File: config.mk
export PLATFORM = sky130hd
export DESIGN_NAME = vx_tcu_uop_sequencer
export DESIGN_NICKNAME = d
export VERILOG_FILES = /design/src/rtl/vx_tcu_uop_sequencer_pkg.sv /design/src/rtl/vx_tcu_uop_sequencer.sv
export SDC_FILE = /design/constraint.sdc
export NUM_CORES = 1
export LEC_CHECK = 0
export ABC_AREA = 0
export BUFFER_PORTS_ARGS = -buffer_cell sky130_fd_sc_hd__buf_2
export CAP_MARGIN = 20
export CORE_ASPECT_RATIO = 1.5
export CORE_UTILIZATION = 40
export CTS_CLUSTER_DIAMETER = 50
export DETAILED_ROUTE_END_ITERATION = 10
export PLACE_DENSITY = 0.75
export SYNTH_ARGS = -nofsm -noshare
export SYNTH_HDL_FRONTEND = slang
export SYNTH_SLANG_ARGS = --single-unit
export TNS_END_PERCENT = 50
File: constraint.sdc
create_clock -name clk -period 1.3 [get_ports clk]
set_input_delay 0.065 -clock clk [delete_from_list [all_inputs] [get_ports clk]]
set_output_delay 0.065 -clock clk [all_outputs]
set_load 0.05 [all_outputs]
File: src/rtl/vx_tcu_uop_sequencer_pkg.sv
// Shared TCU micro-op sequencing definitions: default sizes, sequencer
// state encoding and the micro-op header that the TCU core decodes to
// locate its K-step position.
package vx_tcu_uop_sequencer_pkg;

  localparam int TCU_DATAW    = 64;
  localparam int TCU_MAX_UOPS = 8;
  localparam int TCU_CNTW     = $clog2(TCU_MAX_UOPS + 1);
  localparam int TCU_IDXW     = $clog2(TCU_MAX_UOPS);

  typedef enum logic [0:0] {
    SEQ_IDLE  = 1'b0,
    SEQ_ISSUE = 1'b1
  } seq_state_e;

  typedef struct packed {
    logic [TCU_DATAW-1:0] data;
    logic [TCU_IDXW-1:0]  idx;
    logic                 first;
    logic                 last;
  } tcu_uop_hdr_t;

endpackage

File: src/rtl/vx_tcu_uop_sequencer.sv
// TCU micro-op sequencer: holds one decoded WMMA instruction and emits one
// micro-op per K-step. The next instruction may be accepted in the same
// cycle the final micro-op is taken, so consecutive instructions stream
// without bubbles.
module vx_tcu_uop_sequencer
  import vx_tcu_uop_sequencer_pkg::*;
#(
  parameter int DATAW    = TCU_DATAW,
  parameter int MAX_UOPS = TCU_MAX_UOPS,
  parameter int CNTW     = $clog2(MAX_UOPS + 1),
  parameter int IDXW     = $clog2(MAX_UOPS)
) (
  input  logic             clk,
  input  logic             reset,
  input  logic             in_valid,
  input  logic [DATAW-1:0] in_data,
  input  logic [CNTW-1:0]  in_count,
  output logic             in_ready,
  output logic             out_valid,
  output logic [DATAW-1:0] out_data,
  output logic [IDXW-1:0]  out_uop_idx,
  output logic             out_first,
  output logic             out_last,
  input  logic             out_ready
);

  localparam logic [CNTW-1:0] CNT_ONE = CNTW'(1);
  localparam logic [CNTW-1:0] CNT_MAX = CNTW'(MAX_UOPS);
  localparam logic [IDXW-1:0] IDX_ONE = IDXW'(1);

  // A zero count still issues one micro-op; oversize counts saturate.
  function automatic logic [CNTW-1:0] clamp_count(input logic [CNTW-1:0] c);
    logic [CNTW-1:0] r;
    if (c == '0) begin
      r = CNT_ONE;
    end else if (c > CNT_MAX) begin
      r = CNT_MAX;
    end else begin
      r = c;
    end
    return r;
  endfunction

  seq_state_e       state_r;
  seq_state_e       state_nxt_s;
  logic [DATAW-1:0] data_r;
  logic [IDXW-1:0]  idx_r;
  logic [CNTW-1:0]  cnt_r;
  logic             first_r;
  logic             last_r;

  logic             out_fire_s;
  logic             last_fire_s;
  logic             in_fire_s;
  logic             advance_s;
  logic [CNTW-1:0]  eff_cnt_s;
  logic [CNTW-1:0]  cnt_m1_s;
  logic             nxt_is_last_s;

  // Handshake decode; in_ready depends on out_ready but never on in_valid.
  assign out_fire_s    = out_valid & out_ready;
  assign last_fire_s   = out_fire_s & last_r;
  assign in_ready      = (state_r == SEQ_IDLE) | last_fire_s;
  assign in_fire_s     = in_valid & in_ready;
  assign advance_s     = out_fire_s & ~last_r;
  assign eff_cnt_s     = clamp_count(in_count);
  assign cnt_m1_s      = cnt_r - CNT_ONE;
  assign nxt_is_last_s = ((CNTW'(idx_r) + CNT_ONE) == cnt_m1_s);

  // Sequencer state register.
  always_ff @(posedge clk) begin
    if (reset) begin
      state_r <= SEQ_IDLE;
    end else begin
      state_r <= state_nxt_s;
    end
  end

  // Next-state logic: stay in ISSUE across back-to-back instructions.
  always_comb begin
    state_nxt_s = state_r;
    case (state_r)
      SEQ_IDLE: begin
        if (in_fire_s) begin
          state_nxt_s = SEQ_ISSUE;
        end else begin
          state_nxt_s = SEQ_IDLE;
        end
      end
      SEQ_ISSUE: begin
        if (last_fire_s && !in_fire_s) begin
          state_nxt_s = SEQ_IDLE;
        end else begin
          state_nxt_s = SEQ_ISSUE;
        end
      end
      default: state_nxt_s = SEQ_IDLE;
    endcase
  end

  // Output decode from registered state; flags are forced low when idle.
  always_comb begin
    out_valid = 1'b0;
    out_first = 1'b0;
    out_last  = 1'b0;
    case (state_r)
      SEQ_IDLE: begin
        out_valid = 1'b0;
        out_first = 1'b0;
        out_last  = 1'b0;
      end
      SEQ_ISSUE: begin
        out_valid = 1'b1;
        out_first = first_r;
        out_last  = last_r;
      end
      default: begin
        out_valid = 1'b0;
        out_first = 1'b0;
        out_last  = 1'b0;
      end
    endcase
  end

  // Payload, index and count registers: load on accept, step on each
  // non-final micro-op taken, otherwise hold so stalled outputs are stable.
  always_ff @(posedge clk) begin
    if (reset) begin
      data_r  <= '0;
      idx_r   <= '0;
      cnt_r   <= '0;
      first_r <= 1'b0;
      last_r  <= 1'b0;
    end else if (in_fire_s) begin
      data_r  <= in_data;
      idx_r   <= '0;
      cnt_r   <= eff_cnt_s;
      first_r <= 1'b1;
      last_r  <= (eff_cnt_s == CNT_ONE);
    end else if (advance_s) begin
      idx_r   <= idx_r + IDX_ONE;
      first_r <= 1'b0;
      last_r  <= nxt_is_last_s;
    end else begin
      data_r  <= data_r;
      idx_r   <= idx_r;
      cnt_r   <= cnt_r;
      first_r <= first_r;
      last_r  <= last_r;
    end
  end

  assign out_data    = data_r;
  assign out_uop_idx = idx_r;

endmodule

==> metrics.cfg <==
[run_status]
outcome=finished clean

[detailed_routing]
routed-via-count=3010
detail_route.wl_per_cell_um=12.81
ant_nets=0
firstDrtPassIters=4
avgViaCountPerCell=4.778
drt-initial-drc-count=100
drc_errors=0
wirelength_mm=8.072

[worst_setup_path]
regToRegSetupSlack_ns=0.03
r2r_cells=6
crit_path_end_kind=register
endpoint=last_r$_SDFFE_PP0P_
crit_arrival_ns=1.49
crit_path_start_kind=register
cp_common_cell=nor3_1
cpMaxStageDelayCell=dfxtp_2
crit-reg2reg-launch=cnt_r[0]$_SDFFE_PP0P_
r2r_end=last_r$_SDFFE_PP0P_
cp_cell_sequence=inv_1 > ha_4 > xnor2_2 > nor3_1 > a311oi_1 > nor3_1
cp_data_required_time_ns=1.52
cp_slowest_stage_delay_ns=0.33
crit_type=register to register
crit_path_max_fanout=2
cp-startpoint=cnt_r[0]$_SDFFE_PP0P_

[synthesis]
synth_xor_area_frac=0.02877
synth_top_area_frac=0.5406
synth_top_area_cell=dfxtp_1
avgSynthCellArea_um2=8.083
synth_seq_cells=74
yosysMostFrequentCell=nand2_1
synthTopCellsByArea=dfxtp_1 54%, nand2_1 18%, a21oi_1 13%
synthArstFlopShare=0
synthCells=339
ys.warnings.count=0
synthMuxAreaShare=0.003653
synth_compound_area_frac=0.1347
netlist_area_um2=2740
synthAdderAreaFrac=0.009132
synthTopCellsByCount=133 x nand2_1, 74 x dfxtp_1, 70 x a21oi_1, 8 x clkbuf_1, 7 x buf_2
synthFlopType=dfxtp_1
synth_top_family_by_area=simple AND/OR/NAND/NOR gates
yosys.area_share.simple=0.2292
seq_area_frac_synth=0.5406
synth_cell_types=22
synth_fp_nets=413
synth_edf_count=0

[finish]
nFillCells=502
drive_gt1_frac=0.3412
area_growth_pct=66.39
nNetsFinal=624
n_antenna_cell=0

[flow_run]
drv_cap=0

[power]
power_density_nw_per_um2=1196
ir_worst_vdd_mv=1.064
p_leak_nw=2.128

[timing]
fin_crit_ns=1.271
holdWs_ns=0.01744
max_freq_ghz=0.7868
skew_ns=0.008115
drv_slew=0
setup_viol=0
worst_pin_slew_ns=0.4190
rsz0062_at_grt=yes
setup_slack_ns=0.02896
max_slew_margin=0.7206
fin_crit_sh=0.9777
hold_violations=0

[global_routing]
antenna_found_initial=0
gr-usage-all-layers=0.2157
grt_pass1_wl_mm=12.38
grt_pass1_vias=2910
grt_max_degree=30
grt_overflow=0

[floorplanning]
row_count=36
start_util=0.4167
core-area_um2=6576
die_area_um2=7192
die_h_um=103.4
fp.dieW_um=69.58
ios=143

[placed_design]
dp_slack_ns=-0.01584
portBuffers=142
place.gp.congestion=0.8662
dp_hpwl_mm=4.772

[clock_network]
htreeDepth=3
path_clk_slew_ns=0.07
cts_made_buffers=9
clock_sinks=74
clockBufferDepth=2
clockRootBuffer=clkbuf_8
insertion_delay_ns=0.33
cts_tree=yes

[worst_hold_path]
min_path_type=input pin to register

[power breakdown]
| group | internal, W | switching (W) |
|---|---|---|
| logic | 0.000491 | 0.000820 |
| registers | 0.00240 | 0.0000687 |
| clock network | 0.000873 | 0.000804 |
[metal layers]
metal,share of wire,GRT usage,vias up
li1,-,-,1507
met1,0.39,0.2102,1383
met2,0.54,0.4264,97
met3,0.040,0.04167,23
met4,0.036,0.1177,0
met5,0,0,-
[registers in the layout (all words and copies together) (netlist names)]
register     flops
cnt_r            4
first_r          1
last_r           1
out_data        64
out_uop_idx      3
state_r          1
[per-stage QoR]
step | instances | cell area [µm²] | power (W) | utilization | setup TNS (ns)
floorplan | 339 | 2763 | 0.003284 | - | -7.545
detailed placement | 548 | 3637 | 0.003633 | 0.5531 | -0.01584
finish | 630 | 4559 | 0.005452 | 0.6933 | 0
CTS | 629 | 4509 | 0.005471 | 0.6857 | 0
global placement | 548 | 3637 | 0.003614 | 0.5531 | 0
global route | 630 | 4559 | 0.005704 | 0.6933 | -0.2668
[placed cells by master, fill, tap and decap left out, drive strengths merged, types with 2 or more instances in the layout]
cell type	n
dfxtp	74
nand3b	3
xnor2	5
clkinv	3
ha	2
nand2	134
nor2	5
inv	4
buf	156
clkbuf	11
a21oi	70
and2	3
dlygate4sd3	66
nor3	8
xor2	4
[worst min-delay path by stage]
stage / to / slack, ns / startpoint / cells past startpoint
global route: cnt_r[1]$_SDFFE_PP0P_ / 0.02 / in_count[1] / 3
floorplan: state_r$_SDFF_PP0_ / 0.18 / in_valid / 2
finish: cnt_r[1]$_SDFFE_PP0P_ / 0.02 / in_count[1] / 3
global placement: out_data[21]$_SDFFE_PP0P_ / 0.30 / in_data[21] / 3
CTS: cnt_r[1]$_SDFFE_PP0P_ / 0.002 / in_count[1] / 3
detailed placement: out_data[55]$_SDFFE_PP0P_ / 0.31 / in_data[55] / 3
[critical path, delay by kind of cell (launching register included)]
| kind | cells | cell delay, ns |
|---|---|---|
| XOR/XNOR | 1 | 0.10 |
| AO/OA/AOI/OAI | 1 | 0.27 |
| adder cells (fa/ha/maj) | 1 | 0.27 |
| AND/OR/NAND/NOR | 2 | 0.13 |
| flip-flops | 1 | 0.33 |
| buffers and inverters | 1 | 0.06 |
[area by class of cell]
type	count	area, µm²	area share
repair buffers	223	1594	0.3496
clock inverters	5	56.30	0.01235
inverters	4	15.01	0.003293
well taps	76	95.09	0.02086
clock buffers	10	127.6	0.02799
flip-flops and latches	74	1496	0.3282
multi-input cells	238	1175	0.2577
[logic make-up after synthesis]
logic type | after synthesis
AND/OR/NAND/NOR | 154
flip-flops | 74
AO/OA/AOI/OAI | 72
buffers and inverters | 27
XOR/XNOR | 9
adder cells (fa/ha/maj) | 2
multiplexers | 1
[what timing repair did]
action                                  CTS  global route
hold endpoints to repair                 66             0
resized for setup                         5             8
hold buffers                             66             0
pin swaps                                 5             4
buffers inserted                          0             1
endpoints found under the setup margin    1            57
(Power assumes the default switching activity.)
